===== config.mk =====
export PLATFORM = sky130hd
export DESIGN_NAME = regfile_2p_param
export DESIGN_NICKNAME = d
export VERILOG_FILES = /design/src/rtl/regfile_pkg.sv /design/src/rtl/regfile_rd_pipe.sv /design/src/rtl/regfile_2p_param.sv
export SDC_FILE = /design/constraint.sdc
export NUM_CORES = 1
export LEC_CHECK = 0
export CORE_UTILIZATION = 50
export DETAILED_ROUTE_END_ITERATION = 6
export PLACE_DENSITY = 0.73
export REMOVE_ABC_BUFFERS = 1
export SYNTH_ARGS = -nofsm -noshare
export SYNTH_HDL_FRONTEND = slang
export SYNTH_SLANG_ARGS = --single-unit

===== constraint.sdc =====
create_clock -name CLK -period 5.6 [get_ports CLK]
set_input_delay 1.68 -clock CLK [delete_from_list [all_inputs] [get_ports CLK]]
set_output_delay 1.68 -clock CLK [all_outputs]
set_load 0.02 [all_outputs]

===== src/rtl/regfile_pkg.sv =====
// Shared constants and helpers for the parametrised two-port register file.
package regfile_pkg;

   localparam int DEF_WIDTH      = 8;
   localparam int DEF_DEPTH      = 16;
   localparam int DEF_ADDR_WIDTH = 4;

   // Power-on contents of the config registers read by the UART and clock divider
   localparam logic [7:0] UART_CFG_RST = 8'b1000_0001;
   localparam logic [7:0] CLK_DIV_RST  = 8'd32;

   // Register i resets to slice [i*WIDTH +: WIDTH]; reg2 = UART config, reg3 = clock divider
   localparam logic [DEF_DEPTH*DEF_WIDTH-1:0] RST_VALS_DEFAULT =
      {{((DEF_DEPTH - 4) * DEF_WIDTH){1'b0}}, CLK_DIV_RST, UART_CFG_RST, 8'h00, 8'h00};

   // True when an address names a physically present register
   function automatic logic addr_in_range(input int unsigned addr, input int unsigned depth);
      return addr < depth;
   endfunction

endpackage


===== src/rtl/regfile_rd_pipe.sv =====
// Optional extra read stage: delays {data, valid, err} by one cycle while
// keeping the data output stable between read results.
module regfile_rd_pipe #(
   parameter int WIDTH = 8
) (
   input  logic             CLK,
   input  logic             RST,
   input  logic [WIDTH-1:0] data_in,
   input  logic             valid_in,
   input  logic             err_in,
   output logic [WIDTH-1:0] data_out,
   output logic             valid_out,
   output logic             err_out
);

   // Pulses pass straight through one register; data only moves when a new result arrives
   always_ff @(posedge CLK or posedge RST) begin
      if (RST) begin
         data_out  <= '0;
         valid_out <= 1'b0;
         err_out   <= 1'b0;
      end else begin
         valid_out <= valid_in;
         err_out   <= err_in;
         if (valid_in) begin
            data_out <= data_in;
         end
      end
   end

endmodule


===== src/rtl/regfile_2p_param.sv =====
// Parametrised register file with independent write and read ports,
// write-first bypass, per-register write protection, optional read pipeline,
// error pulses and a continuous tap bus for the low registers.
module regfile_2p_param
   import regfile_pkg::*;
#(
   parameter int                       WIDTH      = DEF_WIDTH,
   parameter int                       DEPTH      = DEF_DEPTH,
   parameter int                       ADDR_WIDTH = DEF_ADDR_WIDTH,
   parameter int                       RD_LAT     = 1,
   parameter int                       NUM_TAP    = 4,
   parameter logic [DEPTH-1:0]         WP_MASK    = '0,
   parameter logic [DEPTH*WIDTH-1:0]   RST_VALS   = (DEPTH*WIDTH)'(RST_VALS_DEFAULT)
) (
   input  logic                     CLK,
   input  logic                     RST,
   input  logic                     WrEn,
   input  logic [ADDR_WIDTH-1:0]    WrAddr,
   input  logic [WIDTH-1:0]         WrData,
   input  logic                     RdEn,
   input  logic [ADDR_WIDTH-1:0]    RdAddr,
   output logic [WIDTH-1:0]         RdData,
   output logic                     RdData_Valid,
   output logic                     WrErr,
   output logic                     RdErr,
   output logic [NUM_TAP*WIDTH-1:0] Taps
);

   logic [WIDTH-1:0] mem [DEPTH];

   logic             wr_in_range;
   logic             wr_protected;
   logic             wr_ok;
   logic             rd_in_range;
   logic [WIDTH-1:0] rd_mem;
   logic [WIDTH-1:0] rd_word;

   logic [WIDTH-1:0] s1_data;
   logic             s1_valid;
   logic             s1_err;
   logic             wr_err_q;

   // Decode the write request and form the word a read would return this cycle
   always_comb begin
      wr_in_range  = addr_in_range(32'(WrAddr), DEPTH);
      rd_in_range  = addr_in_range(32'(RdAddr), DEPTH);
      wr_protected = 1'b0;
      rd_mem       = '0;
      for (int i = 0; i < DEPTH; i++) begin
         if (WrAddr == ADDR_WIDTH'(i)) begin
            wr_protected = WP_MASK[i];
         end
         if (RdAddr == ADDR_WIDTH'(i)) begin
            rd_mem = mem[i];
         end
      end
      wr_ok = WrEn && wr_in_range && !wr_protected;
      if (!rd_in_range) begin
         rd_word = '0;
      end else if (wr_ok && (WrAddr == RdAddr)) begin
         rd_word = WrData;
      end else begin
         rd_word = rd_mem;
      end
   end

   // Storage: reset to the configured power-on values, update only on accepted writes
   always_ff @(posedge CLK or posedge RST) begin
      if (RST) begin
         for (int i = 0; i < DEPTH; i++) begin
            mem[i] <= RST_VALS[i*WIDTH +: WIDTH];
         end
      end else begin
         for (int i = 0; i < DEPTH; i++) begin
            if (wr_ok && (WrAddr == ADDR_WIDTH'(i))) begin
               mem[i] <= WrData;
            end
         end
      end
   end

   // First read stage and the write-reject pulse; read data holds between requests
   always_ff @(posedge CLK or posedge RST) begin
      if (RST) begin
         s1_data  <= '0;
         s1_valid <= 1'b0;
         s1_err   <= 1'b0;
         wr_err_q <= 1'b0;
      end else begin
         s1_valid <= RdEn;
         s1_err   <= RdEn && !rd_in_range;
         wr_err_q <= WrEn && !wr_ok;
         if (RdEn) begin
            s1_data <= rd_word;
         end
      end
   end

   assign WrErr = wr_err_q;

   if (RD_LAT == 2) begin : g_rd_pipe
      regfile_rd_pipe #(
         .WIDTH(WIDTH)
      ) u_rd_pipe (
         .CLK      (CLK),
         .RST      (RST),
         .data_in  (s1_data),
         .valid_in (s1_valid),
         .err_in   (s1_err),
         .data_out (RdData),
         .valid_out(RdData_Valid),
         .err_out  (RdErr)
      );
   end else begin : g_rd_direct
      assign RdData       = s1_data;
      assign RdData_Valid = s1_valid;
      assign RdErr        = s1_err;
   end

   for (genvar t = 0; t < NUM_TAP; t++) begin : g_taps
      assign Taps[t*WIDTH +: WIDTH] = mem[t];
   end

endmodule


==> results of run 1 <==
where the power goes:
group	total [uW]	leakage, uW	switching [uW]	internal, uW
combinational	690	0.00147	330	360
clock	1190	0.000301	435	759
sequential	1360	0.00168	144	1220
total	3250	0.00345	909	2340
per-stage QoR:
step                area, um2  instances
floorplan                6670        540
detailed placement       7530        785
CTS                      8160        817
global route             8160        817
global placement         7530        785
finish                   8160        817
cell families (layout without fill, tap and decap cells):
logic type                count (synthesis)  in the layout  synth area share
AOI/OAI and AO/OA                       127            127             0.117
and+or+nand+nor                         117            117            0.0883
muxes                                   144            144             0.234
xor gates and xnor gates                  4              4           0.00592
buffers and inverters                    83            106            0.0766
other                                     1              2          0.000522
DFF                                     137            137             0.478
registers in the layout, indices dropped and copies added, names as in the netlist:
| signal | flops |
|---|---|
| RdData | 8 |
| mem | 96 |
| RdData_Valid | 1 |
| Taps | 32 |
path summary, 6_finish.rpt:
check                      slack, ns               endpoint
setup / recovery                1.98  RdData[3]$_DFFE_PP0P_
hold / removal                  0.48    mem[59]$_DFFE_PP0P_
setup reg to reg                4.03  RdData[3]$_DFFE_PP0P_
hold reg to reg                 0.48    mem[59]$_DFFE_PP0P_
max in group asynchronous       2.78    mem[52]$_DFFE_PP0P_
min in group asynchronous       1.88    Taps[4]$_DFFE_PP0P_
cell type report:
cell class / instances / area, um2 / area share
Sequential cell: 137 / 3430 / 0.421
Clock buffer: 22 / 494 / 0.0606
Tap cell: 180 / 225 / 0.0276
Inverter: 9 / 38.8 / 0.00475
Timing Repair Buffer: 65 / 628 / 0.0770
Clock inverter: 10 / 139 / 0.0170
Multi-Input combinational cell: 394 / 3200 / 0.393
critical path, delay by kind of cell:
family	cells	cell delay, ns
buf+inv	1	1.08
simple gates	2	0.54
compound gates	3	0.61
cell usage in the layout, fill, tap and decap left out, types with 4 or more instances in the layout:
master and instances:
nor2_1 15, o22ai_1 13, a21oi_1 20, nor3_1 8
mux2_2 69, clkbuf_8 5, nand3_1 5, dfrtp_1 134
mux2_1 42, nor2b_1 7, a211oi_1 10, mux2_4 12
nand2_1 31, clkinvlp_4 4, clkdlybuf4s50_1 58, inv_1 4
a31oi_1 4, a22oi_1 5, o2bb2ai_1 4, clkbuf_16 17
mux2i_1 18, o21ai_1 7, o21ai_0 29, nand2b_1 18
nor2_2 10, inv_2 4, buf_4 5, nand3b_1 4
metal layers:
layer	up-vias	share of wire	GRT usage
met3	50	0.068	0.0515
met4	0	0.034	0.129
met2	219	0.45	0.384
li1	2228	-	-
met1	2565	0.45	0.382
met5	-	0	0
==> summary.md, run 1 <==
| Metric | Value |
|---|---|
| Fin worst setup slack | 1.98 ns |
| GP Congestion | 0.921 |
| Nets | 644 |
| Worst hold start | mem[59]$_DFFE_PP0P_ |
| Area added between synthesis and finish | 13.6% |
| Total CTS buffers | 17 |
| TNS Setup | 0 ns |
| Setup Fix Bufs, Post-CTS | 0 |
| Power per cell area | 398 nW/um2 |
| Hold WC Path Type | flip-flop to flip-flop |
| Die outline height | 122 um |
| Cell at the slowest stage of the critical path | clkdlybuf4s50_1 |
| Cells after synthesis | 613 |
| Syn_area_per_cell | 11.7 um2 |
| Vias in the first global route | 4969 |
| Top FF cell, synth | dfrtp_1 |
| Core area | 13900 um2 |
| Dpl hpwl | 12000 um |
| Rel. slew slack | 0.278 |
| Die width | 122 um |
| Via density | 6.20 |
| Max VDD drop | 0.000258 V |
| Worst reg2reg path depth | 4 |
| Initial antenna violation count | 0 |
| Hold-fix buffers, CTS | 0 |
| Critical Path AT | 3.93 ns |
| Gr ovfl total | 0 |
| Routed via count | 5062 |
| P_leak | 0.00345 uW |
| Port Buf Inserts | 60 |
| Syn. warnings | 0 |
| Post-layout util | 0.586 |
| First-pass GRT wire length | 28900 um |
| Final setup viols | 0 |
| 1st-pass router iterations | 5 |
| Worst-Margin Slew | 1.08 ns |
| Min Tclk post-route | 3.62 ns |
| Root Driver | clkbuf_16 |
| Top-count cell post-synth | dfrtp_1 |
| Total wire length | 18200 um |
| Final worst-path cycle share | 0.646 |
| Final Hold Viols | 0 |
| Commonest cells post-synth | dfrtp_1 (134), mux2_2 (69), buf_4 (45) |
| Critical path class | input pin to flip-flop |
| Worst Path Required | 5.91 ns |
| Worst skew pair latency | 0.43 ns |
| Post-synth EDFFs | 0 |
| Gr usage total | 0.266 |
| Clk sinks | 137 |
| N_diodes | 0 |
| Pre-CTS setup slack | 1.57 ns |
| CTS H-tree lvls | 4 |
| Slew Viols, Final | 0 |
| CP Max Fanout | 25 |
| Starting DRT DRC Count | 579 |
| Mapped Area | 7180 um2 |
| Overall Power | 3250 uW |
| CTS tree | built |
| Wirelength per Cell | 22.3 um |
| IO Count | 63 |
| Synth cell types | 68 |
| Post-synth ARST share | 1.00 |
| Status | finished clean |
| Final antenna-violating net count | 0 |
| Area contributors post-synth | dfrtp_1 (47%), mux2_2 (11%), mux2_1 (6.6%), buf_4 (4.7%), mux2i_1 (2.5%) |
| Critical path startpoint category | input pin |
| RSZ-0062 raised after global routing | false |
| Largest net degree at the start of global routing | 119 |
| Yosys top cell area share | 0.467 |
| Residual DRC | 0 |
| Yosys top cell by area | dfrtp_1 |
| Worst setup EP type | flip-flop |
| Worst r2r src | Taps[11]$_DFFE_PP0P_ |
| Hold depth | 2 |
| Post-cts sizing count | 0 |
| Seq/Total Area, Yosys | 0.478 |
| Worst clock skew | 0.0100 ns |
| Fillers | 1113 |
| CTS clk-pin slew, worst paths | 0.06 ns |
| Cells along the critical path | clkdlybuf4s50_1, and2b_1, nand2b_1, o32ai_1, a221oi_1, a211o_1 |
| Yosys reg bits | 137 |
| Hold_ws | 0.482 ns |
| Clock buffer depth | 2 |
| Total Die Area | 14800 um2 |
| Rows | 43 |
| Fmax achieved | 276 MHz |
| Critical path origin | RdAddr[3] |
| Max incr delay on CP | 1.08 ns |
| Max cap viols | 0 |
| Layout cells sized above 1 | 0.229 |
| Initial Util | 0.515 |
No activity file was read; power rests on OpenSTA's default activity.
==> inputs of run 2 (changes only) <==
- PLACE_DENSITY: 0.73 -> 0.71
- clock period: 5.6 -> 3.4 ns (I/O delays scaled with it)
==> run 2 against run 1 <==
Effect of this change: clock power is 36% higher; sequential power is 65% higher; worst setup slack worse by 1.3 ns; die area stayed put; sequential cell count stayed put; power is 55% higher; non-clock buffer count is 12 higher; first-iteration DRC count is 17% lower; cell area stayed put; clock skew is 0.0036 ns lower; via count is 0.97% higher; critical path type unchanged; largest power group unchanged.
==> summary.md, run 2 (same netlist as run 1, synthesis figures left out) <==
| Metric | Value |
|---|---|
| Area added between synthesis and finish | 13.6% (unchanged) |
| Total wire length | 18100 um (-0.31%) |
| Largest register by flop count | mem |
| RSZ-0062 raised after global routing | false |
| Hold depth | 2 (unchanged) |
| Dpl hpwl | 12500 um (+4.1%) |
| Port Buf Inserts | 60 (unchanged) |
| Min Tclk post-route | 2.71 ns |
| Final antenna-violating net count | 0 (unchanged) |
| Slew Viols, Final | 0 (unchanged) |
| Post-cts sizing count | 0 (unchanged) |
| Setup Fix Bufs, Post-CTS | 0 (unchanged) |
| Hold endpoint | mem[31]$_DFFE_PP0P_ |
| Clk sinks | 137 (unchanged) |
| Post-route cell area | 8160 um2 (unchanged) |
| Critical Path AT | 3.08 ns (-0.85 ns) |
| CTS clk-pin slew, worst paths | 0.06 ns (about the same) |
| Initial Util | 0.515 (unchanged) |
| IO Count | 63 (unchanged) |
| Total Die Area | 14800 um2 (unchanged) |
| Commonest non-fill, non-tap cell in the layout | dfrtp_1 |
| CP Max Fanout | 11 (-56%) |
| Power per cell area | 615 nW/um2 (+55%) |
| Critical path class | input pin to flip-flop |
| Final setup viols | 0 (unchanged) |
| Placed Cells | 797 (+1.5%) |
| Most frequent cells in the layout | dfrtp_1 (134), mux2_2 (69), clkdlybuf4s50_1 (58), mux2_1 (42), nand2_1 (31) |
| Root Driver | clkbuf_16 |
| Fin cells | 826 (+1.1%) |
| Max VDD drop | 0.000381 V (+48%) |
| Clock buffer depth | 2 (unchanged) |
| First-pass GRT wire length | 29100 um (+0.81%) |
| Core area | 13900 um2 (unchanged) |
| Rows | 43 (unchanged) |
| Post-DP Area | 7660 um2 (+1.7%) |
| Worst Path Required | 3.77 ns (-2.14 ns) |
| Residual DRC | 0 (unchanged) |
| GP Congestion | 0.940 (+2.0%) |
| Worst-Margin Slew | 0.815 ns (-0.267 ns) |
| Hold_ws | 0.477 ns (-0.00492 ns) |
| Hold-fix buffers, CTS | 0 (unchanged) |
| Critical path startpoint category | input pin |
| Total CTS buffers | 17 (unchanged) |
| Cells along the critical path | clkdlybuf4s50_1, buf_4, or4b_1, o221ai_1, o311ai_1, o211ai_1, a211o_1 |
| Die width | 122 um (unchanged) |
| Rel. slew slack | 0.455 (+0.176) |
| TNS Setup | 0 ns (unchanged) |
| Status | finished clean |
| Worst reg2reg path depth | 5 (+1) |
| Layout cells sized above 1 | 0.232 (+0.00300) |
| Routed via count | 5111 (+0.97%) |
| Vias in the first global route | 5251 (+5.7%) |
| Max reg flops | 96 (unchanged) |
| P_leak | 0.00347 uW (+0.71%) |
| CTS H-tree lvls | 4 (unchanged) |
| Initial antenna violation count | 0 (unchanged) |
| Worst r2r src | Taps[15]$_DFFE_PP0P_ |
| Worst clock skew | 0.00641 ns (-0.00360 ns) |
| Final worst-path cycle share | 0.796 |
| Fillers | 1134 (+1.9%) |
| N_diodes | 0 (unchanged) |
| Fmax achieved | 370 MHz |
| Starting DRT DRC Count | 482 (-17%) |
| Nets | 656 (+1.9%) |
| Hold WC Path Type | flip-flop to flip-flop |
| Cell at the slowest stage of the critical path | clkdlybuf4s50_1 |
| Largest net degree at the start of global routing | 52 (-56%) |
| Flop-to-flop setup slack | 1.87 ns (-2.16 ns) |
| Gr usage total | 0.267 (+0.000966) |
| Max incr delay on CP | 0.83 ns (-0.25 ns) |
| Max cap viols | 0 (unchanged) |
| Worst skew pair latency | 0.43 ns (about the same) |
| Final Hold Viols | 0 (unchanged) |
| Worst setup EP type | flip-flop |
| CTS tree | built |
| Gr ovfl total | 0 (unchanged) |
| Reg2reg end | RdData[7]$_DFFE_PP0P_ |
| Die outline height | 122 um (unchanged) |
| Worst hold start | mem[31]$_DFFE_PP0P_ |
| Via density | 6.19 (-0.13%) |
| Wirelength per Cell | 22.0 um (-1.4%) |
| 1st-pass router iterations | 5 (unchanged) |
## run 2: worst max path at each step
stage                            endpoint       from
detailed placement  RdData[3]$_DFFE_PP0P_  RdAddr[3]
global route        RdData[3]$_DFFE_PP0P_  RdAddr[3]
finish              RdData[3]$_DFFE_PP0P_  RdAddr[3]
floorplan           RdData[0]$_DFFE_PP0P_        RST
global placement    RdData[3]$_DFFE_PP0P_  RdAddr[3]
CTS                 RdData[3]$_DFFE_PP0P_  RdAddr[3]
## run 2: per-layer routing
metal / vias up / share of wire / track usage
met3: 36 / 0.060 / 0.0566
li1: 2242 / - / -
met5: - / 0 / 0
met1: 2629 / 0.43 / 0.361
met2: 204 / 0.48 / 0.408
met4: 0 / 0.026 / 0.127
## run 2: critical path: cells and delay by family
kind                   cells  cell delay (ns)
AOI/OAI and AO/OA          4             0.52
buffers and inverters      2             1.09
and+or+nand+nor            1             0.44
## run 2: through the flow
step,utilization,total power (uW),setup WS [ns]
finish,0.586,5020,0.694
floorplan,-,2900,-1.28
detailed placement,0.549,3420,0.303
global route,0.586,5240,0.621
CTS,0.586,5040,0.732
global placement,0.549,3370,0.307
## run 2: where the power goes
| group | internal, uW | total (uW) | switching [uW] |
|---|---|---|---|
| combinational | 604 | 1150 | 546 |
| sequential | 2010 | 2250 | 240 |
| clock | 970 | 1620 | 647 |
| total | 3580 | 5020 | 1430 |
## run 2: cell type report
cell class	instances	area, um2	area share
Sequential cell	137	3430	0.421
Multi-Input combinational cell	394	3200	0.393
Timing Repair Buffer	77	756	0.0926
Clock buffer	25	485	0.0595
Tap cell	180	225	0.0276
Inverter	9	38.8	0.00475
Clock inverter	4	20.0	0.00245
